<file path="src/rtl/acia_pkg.sv">
// Shared definitions for the ACIA serial engines (TX and RX).
package acia_pkg;

    typedef enum logic [1:0] {
        ST_IDLE  = 2'd0,
        ST_START = 2'd1,
        ST_DATA  = 2'd2,
        ST_STOP  = 2'd3
    } acia_state_t;

    localparam int DATA_BITS = 8;

    // pclk pulses per serial symbol; integer division, truncating.
    function automatic int acia_div(input int clk_freq, input int sym_rate);
        return clk_freq / sym_rate;
    endfunction

endpackage

</file>
<file path="src/rtl/acia_baud_tick.sv">
// Symbol timer: counts pclk pulses and emits a one-clk tick on the last
// pulse of a symbol. A symbol is DIV pulses, or DIV*STOP_BITS when the
// long period is selected (used for the whole stop interval).
module acia_baud_tick #(
    parameter int DIV       = 28,
    parameter int STOP_BITS = 1
) (
    input  logic clk,
    input  logic reset_n,
    input  logic pclk,
    input  logic clr,
    input  logic long_sel,
    output logic tick
);

    localparam int CW = $clog2(DIV * STOP_BITS);
    localparam logic [CW-1:0] LAST_SHORT = CW'(DIV - 1);
    localparam logic [CW-1:0] LAST_LONG  = CW'(DIV * STOP_BITS - 1);

    logic [CW-1:0] cnt;
    logic [CW-1:0] last;

    assign last = long_sel ? LAST_LONG : LAST_SHORT;
    // Combinational so the FSM acts on the same pclk pulse that ends the symbol.
    assign tick = pclk && (cnt == last);

    // Pulse counter; clear has priority and also holds the count at 0 while idle.
    always_ff @(posedge clk or negedge reset_n) begin
        if (!reset_n) begin
            cnt <= '0;
        end else if (clr) begin
            cnt <= '0;
        end else if (pclk) begin
            cnt <= (cnt == last) ? '0 : cnt + 1'b1;
        end
    end

endmodule

</file>
<file path="src/rtl/acia_tx.sv">
// 8N1/8N2 serial transmitter with a single-byte holding register so that
// back-to-back writes produce frames with no idle gap on the line.
module acia_tx
    import acia_pkg::*;
#(
    parameter int clk_freq  = 3333333,
    parameter int sym_rate  = 115200,
    parameter int STOP_BITS = 1
) (
    input  logic       clk,
    input  logic       reset_n,
    input  logic       pclk,
    input  logic [7:0] tx_dat,
    input  logic       tx_stb,
    output logic       tx_rdy,
    output logic       tx_busy,
    output logic       tx_serial
);

    localparam int DIV = acia_div(clk_freq, sym_rate);

    generate
        if (DIV < 2) begin : g_bad_div
            $error("acia_tx: clk_freq/sym_rate must be at least 2");
        end
        if (STOP_BITS != 1 && STOP_BITS != 2) begin : g_bad_stop
            $error("acia_tx: STOP_BITS must be 1 or 2");
        end
    endgenerate

    acia_state_t state_q, state_d;
    logic [7:0]  shift_q, shift_d;
    logic [2:0]  bit_q,   bit_d;
    logic [7:0]  hold_q,  hold_d;
    logic        hvld_q,  hvld_d;
    logic        ser_q,   ser_d;
    logic        busy_q,  busy_d;
    logic        load;
    logic        tick;
    logic        baud_clr;

    // Holding register is empty exactly when a write can be taken.
    assign tx_rdy    = !hvld_q;
    assign tx_busy   = busy_q;
    assign tx_serial = ser_q;

    // Counter is parked at 0 while idle and restarted with every start bit.
    assign baud_clr = load || (state_q == ST_IDLE);

    acia_baud_tick #(
        .DIV       (DIV),
        .STOP_BITS (STOP_BITS)
    ) u_baud (
        .clk      (clk),
        .reset_n  (reset_n),
        .pclk     (pclk),
        .clr      (baud_clr),
        .long_sel (state_q == ST_STOP),
        .tick     (tick)
    );

    // State register; reset drives the line high immediately.
    always_ff @(posedge clk or negedge reset_n) begin
        if (!reset_n) begin
            state_q <= ST_IDLE;
            shift_q <= '0;
            bit_q   <= '0;
            hold_q  <= '0;
            hvld_q  <= 1'b0;
            ser_q   <= 1'b1;
            busy_q  <= 1'b0;
        end else begin
            state_q <= state_d;
            shift_q <= shift_d;
            bit_q   <= bit_d;
            hold_q  <= hold_d;
            hvld_q  <= hvld_d;
            ser_q   <= ser_d;
            busy_q  <= busy_d;
        end
    end

    // Next-state: host write into the holding register, then the frame sequencer.
    always_comb begin
        state_d = state_q;
        shift_d = shift_q;
        bit_d   = bit_q;
        hold_d  = hold_q;
        hvld_d  = hvld_q;
        ser_d   = ser_q;
        busy_d  = busy_q;
        load    = 1'b0;

        // A write is taken only when the holding register is empty, so it
        // can never collide with a shifter load (which needs it full).
        if (tx_stb && !hvld_q) begin
            hold_d = tx_dat;
            hvld_d = 1'b1;
        end

        if (pclk) begin
            unique case (state_q)
                ST_IDLE: begin
                    if (hvld_q) load = 1'b1;
                end
                ST_START: begin
                    if (tick) begin
                        ser_d   = shift_q[0];
                        bit_d   = '0;
                        state_d = ST_DATA;
                    end
                end
                ST_DATA: begin
                    if (tick) begin
                        if (bit_q == 3'd7) begin
                            ser_d   = 1'b1;
                            state_d = ST_STOP;
                        end else begin
                            shift_d = shift_q >> 1;
                            ser_d   = shift_q[1];
                            bit_d   = bit_q + 3'd1;
                        end
                    end
                end
                ST_STOP: begin
                    if (tick) begin
                        if (hvld_q) begin
                            load = 1'b1;
                        end else begin
                            busy_d  = 1'b0;
                            state_d = ST_IDLE;
                        end
                    end
                end
                default: state_d = ST_IDLE;
            endcase
        end

        // Shifter load: start bit goes out on this very pulse.
        if (load) begin
            shift_d = hold_q;
            hvld_d  = 1'b0;
            ser_d   = 1'b0;
            busy_d  = 1'b1;
            state_d = ST_START;
        end
    end

endmodule

</file>
<file path="config.mk">
export PLATFORM = sky130hd
export DESIGN_NAME = acia_tx
export DESIGN_NICKNAME = d
export VERILOG_FILES = /design/src/rtl/acia_pkg.sv /design/src/rtl/acia_baud_tick.sv /design/src/rtl/acia_tx.sv
export SDC_FILE = /design/constraint.sdc
export NUM_CORES = 1
export LEC_CHECK = 0
export BUFFER_PORTS_ARGS = -buffer_cell sky130_fd_sc_hd__buf_2
export CORE_MARGIN = 10
export CORE_UTILIZATION = 55
export CTS_BUF_LIST = sky130_fd_sc_hd__clkbuf_4
export DETAILED_ROUTE_END_ITERATION = 8
export HOLD_SLACK_MARGIN = 0.08
export MAX_ROUTING_LAYER = met4
export PLACE_DENSITY = 0.83
export SLEW_MARGIN = 20
export SYNTH_ARGS = -nofsm -noshare
export SYNTH_HDL_FRONTEND = slang
export SYNTH_HIERARCHICAL = 1
export SYNTH_SLANG_ARGS = --single-unit
</file>
<file path="constraint.sdc">
create_clock -name clk -period 3.6 [get_ports clk]
set_input_delay 0.54 -clock clk [delete_from_list [all_inputs] [get_ports clk]]
set_output_delay 0.54 -clock clk [all_outputs]
set_load 0.02 [all_outputs]
</file>
# Yosys cells after proc, flatten, opt, wreduce, memory -nomap -nowiden

Cells that the tools add are included.

Mux-type cells: 37
Add/subtract/negate cells: 2
Eq/ne operators: 15
Reductions and logical operators: 19

Operators with widths:

| cell                                                | number |
|---|---|
| 2-to-1 mux 8 bit                                    | 5 |
| 2-to-1 mux 1 bit                                    | 15 |
| 2-to-1 mux 5 bit                                    | 3 |
| inequality test 3 bit, second input constant        | 5 |
| 2-to-1 mux 2 bit                                    | 7 |
| nonzero test 2 bit                                  | 7 |
| AND reduction 4 bit                                 | 3 |
| 2-to-1 mux 3 bit                                    | 3 |
| inequality test 2 bit, second input constant        | 4 |
| AND reduction 7 bit                                 | 1 |
| case mux 2 bit (3 select lines)                     | 1 |
| case mux 3 bit (2 select lines)                     | 1 |
| adder 5 x 1 -> 5 bit, second input constant         | 1 |
| equality test 5 bit, second input constant          | 1 |
| AND reduction 5 bit                                 | 1 |
| equality test 2 bit, second input constant          | 2 |
| case mux 1 bit (2 select lines)                     | 2 |
| nonzero test 4 bit                                  | 1 |
| adder 3 x 1 -> 3 bit, second input constant         | 1 |
| equality test 3 bit, second input constant          | 1 |
| nonzero test 3 bit                                  | 1 |
| equality test 2 x 1 -> 1 bit, second input constant | 1 |
| logical AND 1 bit                                   | 2 |
| zero test 2 bit                                     | 1 |
| 3 further kinds                                     | 3 |

Input bits: 12
Output and inout port bits: 3
Register bits: 29

# Longest topological paths before layout

Depth in word-level cells: 7
Mapped depth: 8
Gate-level depth less buffers: 7

# Hierarchy

Netlist, hierarchy kept.

Modules (own cells, without submodules):

| module         | area each (um2) | times used | cells each | sequential area each (um2) |
|---|---|---|---|---|
| acia_tx        | 1216.2          | 1          | 105        | 601.8 |
| acia_baud_tick | 256.5           | 1          | 27         | 125.1 |

# Least setup slack after synthesis

Ideal clock, no wire load.

Path kind: register -> register
From: reg u_baud.cnt[0]
To: reg shift_q[0]
Buffers on the path: 1
Library setup time: 126 ps
Period minus slack after synthesis: 1978 ps
Data required time: 3474 ps
Data arrival time: 1852 ps
Stages on the path, launching flop included: 9
Setup slack: 1622 ps
Path through: dfrtp_1 -> ha_1 -> nand4b_1 -> nor2_1 -> a21oi_2 -> or3_1 -> buf_6 -> o22ai_1 -> a2bb2oi_1

Word-level cells in the longest chain between the ends: 7

Ends and longest elaborated chain:

| item                                                                         | RTL line             | RTL |
|---|---|---|
| start, declared                                                              | acia_baud_tick.sv:20 | `logic [CW-1:0] cnt;` |
| start signal, assigned                                                       | acia_baud_tick.sv:34 | `cnt <= (cnt == last) ? '0 : cnt + 1'b1;` |
| equality test 5 bit *                                                        | acia_baud_tick.sv:25 | `assign tick = pclk && (cnt == last);` |
| logical AND 1 bit *                                                          | acia_baud_tick.sv:25 |  |
| named net tick                                                               | acia_tx.sv:39        | `logic tick;` |
| 2-to-1 mux 1 bit                                                             | acia_tx.sv:126       | `if (tick) begin` |
| case mux 1 bit (2 select lines)                                              | acia_tx.sv:102       | `unique case (state_q)` |
| 2-to-1 mux 1 bit                                                             | acia_tx.sv:101       | `if (pclk) begin` |
| inequality test 2 bit (no line) / nonzero test 2 bit (equally long branches) | --                   |  |
| AND reduction 4 bit (no line)                                                | --                   |  |
| end signal, assigned                                                         | acia_tx.sv:74        | `shift_q <= shift_d;` |
| end, declared                                                                | acia_tx.sv:32        | `logic [7:0] shift_q, shift_d;` |

The timed path passes the listed nets; every way through them passes the cells marked *.
A chain may end at the register's enable or synchronous reset.

# Worst setup path in the final report

From: reg u_baud.cnt[0]
To: reg shift_q[5]

Same word-level chain as after synthesis.

==> results.py <==
metrics = {
    "timing": {
        "grt_setup_unrepaired": "no",
        "worst_pin_slew_ns": 0.683,
        "timing.final.crit_period_ns": 2.32,
        "hold_viol": 0,
        "clock_skew_ns": 0.00568,
        "fmax_mhz": 430,
        "holdWs_ns": 0.225,
        "layout_setup_ws_ns": 1.28,
        "finalSetupTns_ns": 0,
        "finalSetupViolCount": 0,
        "drv_slew": 0,
        "period_share_pct": 64.5,
        "slew_headroom_pct": 54.3,
    },
    "yosys": {
        "yosysUniqueCellTypes": 40,
        "netlist_instances": 132,
        "yosysWarningCount": 6,
        "synth_top_area_cell": "dfrtp_1",
        "synth_area_leaders": "dfrtp_1 (48%), mux2_2 (6.9%), ha_1 (6.8%), a2bb2oi_1 (4.2%), o22ai_1 (3.4%)",
        "synth_fp_nets": 152,
        "syn-cell-area_mm2": 0.00147,
        "synth_top_area_share_pct": 47.6,
        "postSynthAreaPerCell_um2": 11.2,
        "ys_seq_area_share_pct": 49.4,
        "synth-seq-cells": 29,
    },
    "placed_design": {
        "hpwl_um": 1990,
        "port_buffers": 14,
        "routabilityCongestion": 0.861,
        "pre_cts_ws_ns": 1.13,
    },
    "clock_network": {
        "cts_root_buf": "clkbuf_4",
        "cts_tree": "built",
        "clock-sinks": 29,
        "cts_hold_buffers": 0,
        "cts_resized": 0,
        "cts_buffers": 5,
        "post_cts_buffers": 0,
        "clk_latency_ns": 0.33,
        "h-tree-depth": 2,
        "clk_path_buf_depth": 2,
        "clkTransAtPathRegs_ns": 0.09,
    },
    "floorplan": {
        "die_area_mm2": 0.00515,
        "initial_core_util_pct": 58.4,
        "io_pins": 15,
        "die_x_um": 71.7,
        "die_h_um": 71.7,
        "rows": 18,
        "core-area_mm2": 0.00252,
    },
    "pwr": {
        "swShare_pct": 36.7,
        "p_seq_share_pct": 45.8,
        "pwr-share-comb_pct": 37.0,
        "power_frac_clock_pct": 17.2,
        "p_leak_nw": 0.755,
        "p_switching_w": 0.000447,
        "worst_ir_drop_vdd_mv": 0.534,
        "p_int_w": 0.000771,
        "p_per_area_mw_per_mm2": 754,
    },
    "grt": {
        "grtUsageTotal_pct": 12.2,
        "antenna_found_initial": 0,
        "grt_pass1_wl_um": 5010,
        "grt_pass1_vias": 1145,
        "overflow": 0,
        "grt_max_degree": 30,
    },
    "min_path": {
        "worstHoldPathType": "in -> async",
    },
    "critical_path": {
        "worstPathArrival_ns": 2.52,
        "crit_path_end_kind": "flop",
        "crit_fanout": 10,
        "slowest_delay_ns": 0.55,
        "crit_path_top_delay_cell": "or3_1",
        "cp_cell_sequence": "ha_1 -> nand4b_1 -> nor2_1 -> a21oi_2 -> or3_1 -> o22ai_1 -> a2bb2oi_1",
        "start_kind": "flop",
        "critical_path_class": "reg -> reg",
        "crit_required_ns": 3.80,
    },
    "route": {
        "wl_per_cell_um": 15.7,
        "drtIter0Drc": 44,
        "wl_um": 2820,
        "firstDrtPassIters": 4,
        "postRouteAntennaNets": 0,
        "drc": 0,
        "via_count": 1075,
        "avgViaCountPerCell": 5.97,
    },
    "outcome": {
        "outcome": "finished clean",
    },
    "finish": {
        "drive_gt1_share_pct": 25.3,
        "post-route-util_pct": 64.1,
        "final_common_cell": "dfrtp_1",
        "area_growth_pct": 9.77,
        "layout_common_cells": "dfrtp_1 (28), buf_2 (14), nand2_1 (10), nor2_1 (10), mux2_2 (9)",
        "nNetsFinal": 169,
        "antenna_cells": 0,
    },
    "job": {
        "maxCapViolCount": 0,
    },
}
-- logic make-up (layout without fill, tap and decap cells) --
kind of cell	after synthesis	count (layout)	synth area share, %
AO/OA/AOI/OAI	37	37	19.1
AND/OR/NAND/NOR	37	37	13.3
flip-flops	29	29	49.4
multiplexers	11	11	8.24
buffers and inverters	10	28	3.14
adder cells (fa/ha/maj)	8	8	6.80
-- cell usage after synthesis, drive strengths merged --
cell type and n:
dfrtp 28, nand2 10, nor2 10, mux2 9
ha 8, o22ai 8, a2bb2oi 7, inv 6
a21oi 5, nand3 5, a22o 4, o21ai 3
a211oi 2, buf 2, clkbuf 2, mux2i 2
nor2b 2, nor3 2, o21a 2, or3 2
a211o 1, a21boi 1, a31oi 1, and2b 1
and3 1, and3b 1, dfstp 1, nand2b 1
nand3b 1, nand4b 1, o211ai 1, o22a 1
o31ai 1
-- layer usage --
layer  vias up  global-route usage (%)  wire length [um]
li1        517                       -                 -
met1       533                    13.9              1320
met2        19                    18.8              1340
met3         6                    3.72               112
met4         0                    6.24                45
met5         -                       -                 0
-- worst max-delay path: cells and delay by family, from the launching register on --
kind | cells | cell delay (ns)
DFF | 1 | 0.41
adders and majority gates | 1 | 0.20
AOI/OAI and AO/OA | 3 | 0.49
and+or+nand+nor | 3 | 1.10
-- worst paths after layout --
| path | end | slack [ns] | cells past startpoint | from |
|---|---|---|---|---|
| max | shift_q[5] | 1.28 | 7 | u_baud/cnt[0] |
| min | bit_q[0] | 0.22 | 1 | reset_n |
| max reg2reg | shift_q[5] | 1.28 | 7 | u_baud/cnt[0] |
| min reg2reg | shift_q[7] | 0.50 | 2 | hold_q[7] |
| max in group asynchronous | hold_q[2] | 2.96 | 1 | reset_n |
| min in group clk | hvld_q | 0.44 | 3 | tx_stb |
-- power groups by stage --
stage	Combinational (W)	Clock [W]	Sequential [W]
after floorplan	0.000369	0	0.000539
after global placement	0.000436	0	0.000558
after detailed placement	0.000452	0	0.000562
after CTS	0.000453	0.000215	0.000558
after global routing	0.000503	0.000225	0.000579
final	0.000451	0.000209	0.000558
-- state kept, by name, indices dropped and copies added (netlist names) --
signal      cells
shift_q         8
bit_q           3
tx_busy         1
tx_serial       1
u_baud/cnt      5
state_q         2
hold_q          8
hvld_q          1
-- area by class of cell --
| type | count | area (um2) |
|---|---|---|
| sequential | 29 | 727 |
| inverter | 6 | 22.5 |
| tap | 30 | 37.5 |
| clock buffer | 8 | 60.1 |
| timing repair buffer | 14 | 70.1 |
| fill | 194 | 906 |
| multi-input combinational | 93 | 699 |
-- stage by stage --
step           power, W  instance area [um2]  std cells
6_report        0.00122                 1620        180
5_1_grt         0.00131                 1620        180
4_1_cts         0.00123                 1620        180
3_5_place_dp    0.00101                 1560        172
3_3_place_gp   0.000994                 1560        172
2_1_floorplan  0.000909                 1470        132
Note: power is estimated with default switching activity, not from simulation.
